`src/rtl/or16_stream_stage.sv`:
```
// Valid/ready stream stage: operand pairs queue in a small FIFO, the head is ORed
// and captured in an output register together with zero/negative flags.

module or16 (
  input  logic [15:0] a,
  input  logic [15:0] b,
  output logic [15:0] y
);
  for (genvar gi = 0; gi < 16; gi++) begin : g_bit
    assign y[gi] = a[gi] | b[gi];
  end
endmodule

module or16_stream_stage #(
  parameter int DEPTH = 2
) (
  input  logic        clk,
  input  logic        reset,
  input  logic        in_valid,
  output logic        in_ready,
  input  logic [15:0] in_x,
  input  logic [15:0] in_y,
  output logic        out_valid,
  input  logic        out_ready,
  output logic [15:0] out_data,
  output logic        out_zr,
  output logic        out_ng,
  output logic [15:0] txn_count
);
  localparam int AW = $clog2(DEPTH);
  localparam logic [AW:0] DEPTH_C = (AW + 1)'(DEPTH);

  logic [31:0]   mem [DEPTH];
  logic [AW-1:0] wr_ptr_reg;
  logic [AW-1:0] rd_ptr_reg;
  logic [AW:0]   count_reg;
  logic [31:0]   head;
  logic [15:0]   or_result;
  logic          push;
  logic          pop;

  // in_ready comes only from the registered count, so out_ready never reaches it.
  assign in_ready = (count_reg < DEPTH_C);
  assign push     = in_valid && in_ready;
  assign pop      = (count_reg != '0) && (!out_valid || out_ready);
  assign head     = mem[rd_ptr_reg];

  or16 u_or16 (
    .a(head[31:16]),
    .b(head[15:0]),
    .y(or_result)
  );

  always_ff @(posedge clk) begin
    if (push && !reset) begin
      mem[wr_ptr_reg] <= {in_x, in_y};
    end
  end

  always_ff @(posedge clk) begin
    if (reset) begin
      wr_ptr_reg <= '0;
      rd_ptr_reg <= '0;
      count_reg  <= '0;
    end else begin
      if (push) begin
        wr_ptr_reg <= wr_ptr_reg + 1'b1;
      end
      if (pop) begin
        rd_ptr_reg <= rd_ptr_reg + 1'b1;
      end
      case ({push, pop})
        2'b10:   count_reg <= count_reg + 1'b1;
        2'b01:   count_reg <= count_reg - 1'b1;
        default: count_reg <= count_reg;
      endcase
    end
  end

  always_ff @(posedge clk) begin
    if (reset) begin
      out_valid <= 1'b0;
      out_data  <= 16'h0000;
      out_zr    <= 1'b1;
      out_ng    <= 1'b0;
      txn_count <= 16'h0000;
    end else begin
      if (pop) begin
        out_valid <= 1'b1;
        out_data  <= or_result;
        out_zr    <= (or_result == 16'h0000);
        out_ng    <= or_result[15];
      end else if (out_valid && out_ready) begin
        out_valid <= 1'b0;
      end
      if (out_valid && out_ready) begin
        txn_count <= txn_count + 16'd1;
      end
    end
  end
endmodule

```
`config.mk`:
```
export PLATFORM = sky130hd
export DESIGN_NAME = or16_stream_stage
export DESIGN_NICKNAME = d
export VERILOG_FILES = /design/src/rtl/or16_stream_stage.sv
export SDC_FILE = /design/constraint.sdc
export NUM_CORES = 1
export LEC_CHECK = 0
export ABC_CLOCK_PERIOD_IN_PS = 11800
export CAP_MARGIN = 0
export CORE_ASPECT_RATIO = 0.8
export CORE_UTILIZATION = 55
export CTS_CLUSTER_DIAMETER = 100
export DETAILED_ROUTE_END_ITERATION = 6
export DONT_BUFFER_PORTS = 1
export GPL_TIMING_DRIVEN = 0
export PLACE_DENSITY = 0.71
export SYNTH_ARGS = -nofsm -noshare
export SYNTH_HDL_FRONTEND = slang
export SYNTH_SLANG_ARGS = --single-unit
```
`constraint.sdc`:
```
create_clock -name clk -period 11.8 [get_ports clk]
set_input_delay 1.77 -clock clk [delete_from_list [all_inputs] [get_ports clk]]
set_output_delay 1.77 -clock clk [all_outputs]
set_load 0.01 [all_outputs]
```
==> results.py <==
metrics = {
    "logic_synthesis": {
        "ys_seq_area_share_pct": 72.5,
        "syn-instance-count": 300,
        "synth-async-reset-ratio_pct": 0,
        "synth_fp_nets": 338,
        "netlist_area_um2": 3730,
        "synth_edf_count": 64,
        "ys_types": 29,
        "avgSynthCellArea_um2": 12.4,
        "ys_ff_latch": 103,
        "ys.flop_type": "edfxtp_1",
        "synth_warnings": 0,
    },
    "setup_path": {
        "critPathRequiredTime_ps": 11860,
        "r2r_setup_slack_ps": 9770,
        "crit_path_end_kind": "flip-flop",
        "worst-setup-path-type": "primary input to flip-flop",
        "cp-start-kind": "primary input",
        "worstReg2RegStart": "count_reg[1]",
        "crit_path_start": "reset",
        "cp_max_fo": 13,
        "cp_data_arrival_time_ps": 3180,
    },
    "timing": {
        "max_freq_ghz": 0.320,
        "fin_tns_setup_ps": 0,
        "finalSetupViolCount": 0,
        "hold_viol_final": 0,
        "fin_crit_ps": 3130,
        "maxSlewViolCount": 0,
        "clock_skew_ps": 9.44,
        "rsz0062_at_grt": "false",
        "period_share_pct": 26.5,
        "worst_slew_pin_slew_ps": 833,
        "slew_headroom_pct": 44.2,
    },
    "floorplanning": {
        "start_util_pct": 57.6,
        "core_um2": 6470,
        "die_y_um": 75.6,
        "io_pins": 72,
        "core.rowCount": 26,
        "die_area_um2": 7110,
        "die_w_um": 94.1,
    },
    "place": {
        "place.port_buffers": 0,
        "placed_area_um2": 3900,
        "dp_hpwl_um": 4860,
        "routabilityCongestion": 0.756,
    },
    "grt": {
        "track_usage_pct": 20.2,
        "antenna_found_initial": 0,
        "grt_max_degree": 17,
        "grt_remaining_overflow": 0,
        "first_global_vias": 2038,
        "grt_pass1_wl_um": 10200,
    },
    "clocking": {
        "cts_root_buf": "clkbuf_8",
        "htree_levels": 3,
        "clkSinkCount": 103,
        "numCtsBuffers": 9,
        "cts_tree": "done",
        "post_cts_buffers": 0,
        "clock_latency_ps": 350,
        "clockBufferDepth": 2,
        "cts_hold_buf": 0,
        "cts_resized": 0,
        "path_clk_slew_ps": 90,
    },
    "layout": {
        "area_growth_pct": 9.66,
        "largest_register_ffs": 64,
        "final_common_cell": "edfxtp_1",
        "top_regs": "mem: 64 flops, out_data: 16 flops, txn_count: 16 flops",
        "final_cell_mix": "edfxtp_1, nor2_1, dfxtp_1, a21oi_1, nand2_1",
        "num-nets-final": 354,
        "final_core_util_pct": 63.2,
        "regMostFlops": "mem",
        "final_area_um2": 4090,
        "drive_above_1_share_pct": 10.3,
        "antenna_cells": 0,
    },
    "route": {
        "antenna_left": 0,
        "dr.pass1.iters": 4,
        "initialDrtViolationCount": 101,
        "post_drt_wl_per_cell_um": 16.4,
        "via_per_inst": 5.35,
        "drc_errors": 0,
        "drt-total-wl_um": 6630,
        "vias": 2167,
    },
    "power": {
        "ir_drop_v": 0.000123,
        "power.leakage_nw": 1.39,
        "p_per_area_nw_per_um2": 210,
    },
    "status": {
        "status": "completed",
    },
    "min_path": {
        "hp-class": "flip-flop to flip-flop",
        "min_from": "out_data[5]",
    },
    "run": {
        "cap_viol_max_count": 0,
    },
}
-- path summary, 6_finish.rpt --
| path | depth (start not counted) | end |
|---|---|---|
| worst max-delay path | 4 | mem[0][2] |
| worst min-delay path | 2 | out_data[5] |
| worst max register to register | 6 | count_reg[1] |
| worst min register to register | 2 | out_data[5] |
-- cell type report --
type                            count  area (um^2)
Fill cell                         504         2380
Timing Repair Buffer                5         56.3
Inverter                            2         7.51
Tap cell                           84          105
Sequential cell                   103         2700
Buffer                             14         80.1
Multi-Input combinational cell    181          948
Clock buffer                       11          131
Clock inverter                      5         57.6
-- per-layer routing --
layer | track usage, % | vias to the layer above | routed length (um)
li1 | - | 1086 | -
met4 | 5.64 | 0 | 29
met5 | 0 | - | 0
met2 | 29.9 | 61 | 3120
met1 | 26.6 | 1018 | 2830
met3 | 10.1 | 2 | 639
-- power by group --
part / internal (W) / switching (W) / leakage [nW]
Sequential: 0.000437 / 0.0000450 / 0.905
Clock: 0.0000983 / 0.000110 / 0.0876
Combinational: 0.0000605 / 0.000109 / 0.400
Total: 0.000596 / 0.000264 / 1.39
-- logic make-up (layout without fill, tap and decap cells) --
kind of cell / count (synthesis) / in the layout / share of synthesized area (%)
AND/OR/NAND/NOR: 121 / 121 / 14.8
flip-flops: 103 / 103 / 72.5
AO/OA/AOI/OAI: 40 / 40 / 5.47
XOR/XNOR: 18 / 18 / 4.23
buffers and inverters: 16 / 37 / 2.35
adder cells (fa/ha/maj): 2 / 2 / 0.671
-- metrics by stage --
stage	worst slack [ps]	power, W	hold slack [ps]	std cells
after floorplan	6810	0.000609	481	300
after global placement	5440	0.000654	490	384
after detailed placement	8290	0.000663	497	389
after CTS	8670	0.000869	509	405
after global routing	8600	0.000909	532	405
final	8670	0.000860	504	405
-- cell usage after synthesis (4+ instances only) --
master / number / area share [%]
edfxtp_1: 64 / 52
nor2_1: 40 / 4.0
dfxtp_1: 39 / 21
a21oi_1: 36 / 4.8
nand2_1: 35 / 3.5
nor3_1: 18 / 2.4
xor2_1: 13 / 3.1
nand3_1: 7 / 0.94
nand4_1: 6 / 1.0
clkbuf_1: 5 / 0.50
xnor2_1: 5 / 1.2
buf_2: 4 / 0.54
-- critical path, cell delays in order --
cell and delay [ps]:
clkbuf_1 120, clkbuf_1 270, nor3_2 740, buf_6 270
No activity file was read; power rests on OpenSTA's default activity.
